==> src/rtl/dcache_ctrl_pkg.sv <==
// ---- dcache_ctrl_pkg : shared geometry and FSM encoding for the data cache (rev 1.0) ----
`default_nettype none

package dcache_ctrl_pkg;

  localparam int SIZE     = 32;
  localparam int LINES    = 16;
  localparam int WORDS    = 4;
  localparam int OFFSET_W = $clog2(WORDS);
  localparam int INDEX_W  = $clog2(LINES);
  localparam int TAG_W    = SIZE - INDEX_W - OFFSET_W - 2;

  typedef enum logic [1:0] {
    IDLE  = 2'd0,
    FILL  = 2'd1,
    WRITE = 2'd2,
    DONE  = 2'd3
  } state_t;

endpackage

`default_nettype wire

==> src/rtl/dcache_array.sv <==
// ---- dcache_array : valid/tag/data storage with combinational lookup (rev 1.0) ----
`default_nettype none

module dcache_array
  import dcache_ctrl_pkg::*;
#(
  parameter  int SIZE     = dcache_ctrl_pkg::SIZE,
  parameter  int LINES    = dcache_ctrl_pkg::LINES,
  parameter  int WORDS    = dcache_ctrl_pkg::WORDS,
  localparam int OFFSET_W = $clog2(WORDS),
  localparam int INDEX_W  = $clog2(LINES),
  localparam int TAG_W    = SIZE - INDEX_W - OFFSET_W - 2
) (
  input  logic                clk,
  input  logic                rst,
  input  logic [INDEX_W-1:0]  index,
  input  logic [OFFSET_W-1:0] offset,
  input  logic [TAG_W-1:0]    tag,
  output logic                match,
  output logic [SIZE-1:0]     word,
  input  logic                word_we,
  input  logic [OFFSET_W-1:0] wr_offset,
  input  logic [SIZE-1:0]     wr_data,
  input  logic                validate
);

  logic [LINES-1:0] valid;
  logic [TAG_W-1:0] tags [LINES];
  logic [SIZE-1:0]  data [LINES][WORDS];

  always_ff @(posedge clk or posedge rst) begin
    if (rst) begin
      valid <= '0;
    end else if (validate) begin
      valid[index] <= 1'b1;
    end
  end

  // Tag and data contents are meaningless until the valid bit is set, so no reset.
  always_ff @(posedge clk) begin
    if (validate) begin
      tags[index] <= tag;
    end
    if (word_we) begin
      data[index][wr_offset] <= wr_data;
    end
  end

  assign match = valid[index] && (tags[index] == tag);
  assign word  = data[index][offset];

endmodule

`default_nettype wire

==> src/rtl/dcache_ctrl.sv <==
// ---- dcache_ctrl : direct-mapped, write-through, no-write-allocate D-cache controller (rev 1.0) ----
`default_nettype none

module dcache_ctrl
  import dcache_ctrl_pkg::*;
#(
  parameter  int SIZE     = dcache_ctrl_pkg::SIZE,
  parameter  int LINES    = dcache_ctrl_pkg::LINES,
  parameter  int WORDS    = dcache_ctrl_pkg::WORDS,
  localparam int OFFSET_W = $clog2(WORDS),
  localparam int INDEX_W  = $clog2(LINES),
  localparam int TAG_W    = SIZE - INDEX_W - OFFSET_W - 2
) (
  input  logic            clk,
  input  logic            rst,
  input  logic            MemRead,
  input  logic            MemWrite,
  input  logic [SIZE-1:0] addr,
  input  logic [SIZE-1:0] writeData,
  output logic [SIZE-1:0] readData,
  output logic            hit,
  output logic            mem_req,
  output logic            mem_we,
  output logic [SIZE-1:0] mem_addr,
  output logic [SIZE-1:0] mem_wdata,
  input  logic [SIZE-1:0] mem_rdata,
  input  logic            mem_ready
);

  state_t              state;
  state_t              state_nx;
  logic [OFFSET_W-1:0] count;
  logic [OFFSET_W-1:0] offset;
  logic [INDEX_W-1:0]  index;
  logic [TAG_W-1:0]    tag;
  logic                match;
  logic [SIZE-1:0]     word;
  logic                word_we;
  logic                validate;
  logic [OFFSET_W-1:0] wr_offset;
  logic [SIZE-1:0]     wr_data;
  logic                last_word;
  logic                unused_lsb;

  assign offset     = addr[OFFSET_W+1:2];
  assign index      = addr[OFFSET_W+2 +: INDEX_W];
  assign tag        = addr[SIZE-1 -: TAG_W];
  assign last_word  = (count == OFFSET_W'(WORDS - 1));
  assign unused_lsb = ^addr[1:0];

  dcache_array #(
    .SIZE  (SIZE),
    .LINES (LINES),
    .WORDS (WORDS)
  ) u_array (
    .clk       (clk),
    .rst       (rst),
    .index     (index),
    .offset    (offset),
    .tag       (tag),
    .match     (match),
    .word      (word),
    .word_we   (word_we),
    .wr_offset (wr_offset),
    .wr_data   (wr_data),
    .validate  (validate)
  );

  always_ff @(posedge clk or posedge rst) begin
    if (rst) begin
      state <= IDLE;
    end else begin
      state <= state_nx;
    end
  end

  always_ff @(posedge clk or posedge rst) begin
    if (rst) begin
      count <= '0;
    end else if (state != FILL) begin
      count <= '0;
    end else if (mem_ready) begin
      count <= count + 1'b1;
    end
  end

  always_comb begin
    state_nx  = state;
    hit       = 1'b0;
    mem_req   = 1'b0;
    mem_we    = 1'b0;
    mem_addr  = '0;
    mem_wdata = '0;
    word_we   = 1'b0;
    validate  = 1'b0;
    wr_offset = offset;
    wr_data   = writeData;
    case (state)
      IDLE: begin
        // A store always goes to memory, so it stalls even when both strobes are set.
        hit = !MemWrite && (!MemRead || match);
        if (MemWrite) begin
          state_nx = WRITE;
        end else if (MemRead && !match) begin
          state_nx = FILL;
        end
      end
      FILL: begin
        mem_req   = 1'b1;
        mem_addr  = {tag, index, count, 2'b00};
        wr_offset = count;
        wr_data   = mem_rdata;
        if (mem_ready) begin
          word_we = 1'b1;
          if (last_word) begin
            validate = 1'b1;
            state_nx = DONE;
          end
        end
      end
      WRITE: begin
        mem_req   = 1'b1;
        mem_we    = 1'b1;
        mem_addr  = {addr[SIZE-1:2], 2'b00};
        mem_wdata = writeData;
        if (mem_ready) begin
          word_we  = match;
          state_nx = DONE;
        end
      end
      DONE: begin
        hit      = 1'b1;
        state_nx = IDLE;
      end
      default: state_nx = IDLE;
    endcase
  end

  assign readData = match ? word : '0;

endmodule

`default_nettype wire

==> config.mk <==
export PLATFORM = sky130hd
export DESIGN_NAME = dcache_ctrl
export DESIGN_NICKNAME = d
export VERILOG_FILES = /design/src/rtl/dcache_ctrl_pkg.sv /design/src/rtl/dcache_array.sv /design/src/rtl/dcache_ctrl.sv
export SDC_FILE = /design/constraint.sdc
export NUM_CORES = 2
export LEC_CHECK = 0
export CORE_MARGIN = 1.5
export CORE_UTILIZATION = 45
export CTS_CLUSTER_DIAMETER = 30
export CTS_CLUSTER_SIZE = 25
export DETAILED_ROUTE_END_ITERATION = 10
export PLACE_DENSITY_LB_ADDON = 0.15
export SKIP_LAST_GASP = 1
export SYNTH_ARGS = -nofsm -noshare
export SYNTH_HDL_FRONTEND = slang
export SYNTH_SLANG_ARGS = --single-unit
==> constraint.sdc <==
create_clock -name clk -period 8.2 [get_ports clk]
set_clock_uncertainty 0.2 [all_clocks]
set_input_delay 2.46 -clock clk [delete_from_list [all_inputs] [get_ports clk]]
set_output_delay 2.46 -clock clk [all_outputs]
set_load 0.01 [all_outputs]
==> metrics.txt <==
# TYPE chip_impl_metric gauge
chip_impl_info{name="hold_path_end",value="u_array.valid[9]"} 1
chip_impl_metric{name="area_delta_synth_final",unit="%"} 28.97
chip_impl_metric{name="dp.cells",unit=""} 7089
chip_impl_metric{name="synth_enable_flop_cells",unit=""} 2432
chip_impl_metric{name="synth_seq_area_share",unit=""} 0.7723
chip_impl_info{name="worst_r2r_startpoint",value="u_array.tags[5][15]"} 1
chip_impl_metric{name="numPortBuffers",unit=""} 195
chip_impl_info{name="min_from",value="u_array.valid[9]"} 1
chip_impl_metric{name="power_density",unit="mW/mm^2"} 304.2
chip_impl_info{name="netlist_top_cells_area",value="edfxtp_1 (77%), mux4_2 (18%), mux2i_1 (0.58%)"} 1
chip_impl_metric{name="final.min_clock_period",unit="ns"} 8.378
chip_impl_metric{name="min_path_cells",unit=""} 1
chip_impl_metric{name="timing.critical_path.required",unit="ns"} 5.54
chip_impl_metric{name="viasPerCell",unit=""} 5.951
chip_impl_metric{name="rrSetupSlack",unit="ns"} 1.51
chip_impl_metric{name="finalSetupViolations",unit=""} 32
chip_impl_metric{name="global_route.overflow_total",unit=""} 0
chip_impl_info{name="hold_path.class",value="register to register"} 1
chip_impl_metric{name="row_count",unit=""} 168
chip_impl_metric{name="met2_length",unit="um"} 139300
chip_impl_metric{name="grt_pass1_vias",unit=""} 49270
chip_impl_metric{name="hpwl",unit="um"} 144500
chip_impl_metric{name="vias",unit=""} 48320
chip_impl_info{name="grt_setup_unrepaired",value="true"} 1
chip_impl_info{name="setup_crit_path_kind",value="input pin to output port"} 1
chip_impl_info{name="layout_common_cells",value="edfxtp_1 (2432), mux4_2 (761), clkbuf_16 (496)"} 1
chip_impl_info{name="failed_checks",value="setup timing"} 1
chip_impl_info{name="route.top_layer_used",value="met4"} 1
chip_impl_metric{name="grt_pass1_wl",unit="um"} 373400
chip_impl_metric{name="total_routing_usage_reported_by_global_routing",unit=""} 0.2487
chip_impl_metric{name="report.final.hold_viol_count",unit=""} 0
chip_impl_metric{name="post_route_cells_drive_above_1_share",unit=""} 0.4211
chip_impl_metric{name="cts.sinks",unit=""} 2452
chip_impl_metric{name="floorplan.io_pins",unit=""} 200
chip_impl_metric{name="fin_setup_tns",unit="ns"} -4.093
chip_impl_metric{name="reg2reg_depth",unit=""} 34
chip_impl_metric{name="ys.warnings.count",unit=""} 0
chip_impl_info{name="setup.worst_path.start_class",value="input pin"} 1
chip_impl_metric{name="floorplan.die_area",unit="mm^2"} 0.2144
chip_impl_metric{name="irDropWorstVdd",unit="mV"} 0.3059
chip_impl_metric{name="clk_path_buf_depth",unit=""} 4
chip_impl_metric{name="post_layout_nonfiller_instances",unit=""} 8119
chip_impl_metric{name="drcViolationCount",unit=""} 0
chip_impl_metric{name="cts_made_buffers",unit=""} 470
chip_impl_metric{name="ys_async_sr_fraction",unit=""} 0.008157
chip_impl_metric{name="dr_wl_cell",unit="um"} 34.36
chip_impl_info{name="clock-root-buffer",value="clkbuf_16"} 1
chip_impl_metric{name="design.core.area",unit="mm^2"} 0.2100
chip_impl_metric{name="ys_types",unit=""} 61
chip_impl_metric{name="floorplan.die.height",unit="um"} 463.0
chip_impl_metric{name="post-place-ws",unit="ns"} -0.7463
chip_impl_metric{name="wirelength",unit="um"} 279000
chip_impl_info{name="run_status",value="finished with violations"} 1
chip_impl_metric{name="fin_max_slew_vios",unit=""} 0
chip_impl_metric{name="met3WireLength",unit="um"} 22030
chip_impl_metric{name="firstDrtPassIters",unit=""} 7
chip_impl_metric{name="grt_max_degree",unit=""} 65
chip_impl_metric{name="ant_nets",unit=""} 0
chip_impl_metric{name="dr.first_iter.drc_count",unit=""} 5789
chip_impl_metric{name="layout_worst_path_cycle_share",unit=""} 1.022
chip_impl_metric{name="clk-insertion-delay-late",unit="ns"} 1.00
chip_impl_metric{name="critPathArrivalTime",unit="ns"} 5.72
chip_impl_info{name="tritoncts",value="yes"} 1
chip_impl_metric{name="syn-cell-area",unit="mm^2"} 0.09521
chip_impl_metric{name="synth.top_cell.area_share",unit=""} 0.7670
chip_impl_metric{name="cts_max_level",unit=""} 5
chip_impl_metric{name="floorplan.initialDensity",unit=""} 0.4534
chip_impl_info{name="r2r-end",value="u_array.data[9][43]"} 1
chip_impl_metric{name="worstMarginPinSlew",unit="ns"} 1.324
chip_impl_metric{name="m1_wl",unit="um"} 109800
chip_impl_metric{name="antenna_found_initial",unit=""} 14
chip_impl_info{name="postSynth.topFlopCell",value="edfxtp_1"} 1
chip_impl_metric{name="maxCapViolations",unit=""} 0
chip_impl_metric{name="power.static_leakage",unit="nW"} 40.74
chip_impl_metric{name="hold-worst-slack",unit="ns"} 0.2602
chip_impl_metric{name="gp_congestion",unit=""} 0.8377
chip_impl_info{name="synth_top_area_cell",value="edfxtp_1"} 1
chip_impl_metric{name="fp.dieW",unit="um"} 463.0
chip_impl_metric{name="fillers",unit=""} 14880
chip_impl_metric{name="ys_ff_latch",unit=""} 2452
chip_impl_metric{name="fmax",unit="MHz"} 119.4
chip_impl_metric{name="synth_area_per_cell",unit="um^2"} 24.13
chip_impl_info{name="endpoint_kind",value="output port"} 1
chip_impl_metric{name="crit_fanout",unit=""} 6
chip_impl_metric{name="clkSlewWorstSetupHoldPaths",unit="ns"} 0.05
chip_impl_info{name="crit_path_start",value="addr[4]"} 1
chip_impl_metric{name="max_slew_headroom_at_the_worst_pin",unit=""} 0.1174
chip_impl_metric{name="setup_slack",unit="ns"} -0.1777
chip_impl_metric{name="num-nets-final",unit=""} 5033
chip_impl_metric{name="post_synth_inst_count",unit=""} 3946
chip_impl_info{name="mostFrequentLayoutCell",value="edfxtp_1"} 1
## synth_stat cells (4+ instances only)
library cell and n:
edfxtp_1 2432, mux4_2 761, clkbuf_1 110, buf_1 66, and2_1 64, mux2i_1 55
nand2_1 46, nor2b_1 40, nor3_1 37, mux2_2 34, nor3_2 31, nor2_1 29
buf_2 24, inv_1 21, dfrtp_1 20, or2_2 17, a21oi_1 15, xor2_1 12
a22oi_1 10, buf_4 9, o22ai_1 9, a22o_1 8, o21ai_0 8, buf_6 7
nand3_1 7, nand4_1 7, xnor2_1 7, ha_1 6, nand2b_1 6, a221oi_1 4
and3_1 4
## cell type report
| cell class | count | area (um^2) | share of cell area |
|---|---|---|---|
| Timing Repair Buffer | 723 | 8354 | 0.06803 |
| Clock buffer | 527 | 12080 | 0.09838 |
| Antenna cell | 7 | 17.52 | 0.0001426 |
| Sequential cell | 2452 | 73530 | 0.5988 |
| Tap cell | 2805 | 3510 | 0.02858 |
| Clock inverter | 326 | 3696 | 0.03010 |
| Multi-Input combinational cell | 1258 | 21520 | 0.1753 |
| Inverter | 21 | 86.33 | 0.0007030 |
## cell families (layout without fill, tap and decap cells)
kind of cell,count (synthesis),after routing,synth area share
AO/OA/AOI/OAI,83,83,0.006360
XOR/XNOR,19,19,0.001748
adder cells (fa/ha/maj),6,6,0.0007884
buffers and inverters,238,1597,0.01072
flip-flops,2452,2452,0.7723
multiplexers,850,850,0.1898
other,1,9,0.00003939
AND/OR/NAND/NOR,297,298,0.01827
## worst max-delay path, stage by stage
cell,delay [ns]
buf_16,0.13
buf_12,0.11
buf_16,0.12
mux4_2,0.53
xnor2_2,0.16
buf_4,0.13
nand4_1,0.15
a21o_1,0.22
a211oi_4,0.24
buf_4,0.15
nand3_4,0.08
or3_4,0.45
buf_12,0.18
buf_12,0.15
buf_4,0.14
nor2b_1,0.10
buf_2,0.15
## what timing repair did
action                     in CTS  in global routing
pin swaps                      24                 30
setup endpoints to repair      33               1057
gates cloned                   17                 31
buffers inserted               85                 48
resized for setup             197                 81
hold buffers                    0                  0
## where the power goes
part / switching [mW] / leakage, nW / total [mW] / internal (mW)
Sequential: 0.0169 / 22.1 / 14.8 / 14.8
Combinational: 2.40 / 11.1 / 3.53 / 1.13
Clock: 6.29 / 7.55 / 19.0 / 12.7
Total: 8.70 / 40.7 / 37.4 / 28.7
## registers in the layout, indices dropped and copies added (netlist names)
register / count
count: 2
u_array.valid: 16
u_array.tags: 384
u_array.data: 2048
state: 2
## through the flow
| stage | total power, mW | util | cell area, um^2 |
|---|---|---|---|
| floorplan | 16.62 | - | 95240 |
| global placement | 18.31 | 0.4963 | 104200 |
| detailed placement | 18.40 | 0.4963 | 104200 |
| global route | 38.31 | 0.5847 | 122800 |
| CTS | 37.42 | 0.5785 | 121500 |
| finish | 37.36 | 0.5848 | 122800 |
## worst max path at each step
stage	endpoint	slack [ns]	depth (start not counted)
global route	readData[26]	-0.28	11
detailed placement	hit	-0.75	16
CTS	u_array.data[11][109]	-0.06	43
finish	readData[13]	-0.18	17
global placement	hit	-0.75	15
floorplan	readData[20]	0.0006	10
## metal layers
metal  global-route usage  vias to the layer above
li1                     -                    19240
met1               0.3448                    26290
met2               0.4080                     2330
met3              0.04214                      459
met4              0.07272                        0
met5                    0                        -
No activity file was read; power rests on OpenSTA's default activity.
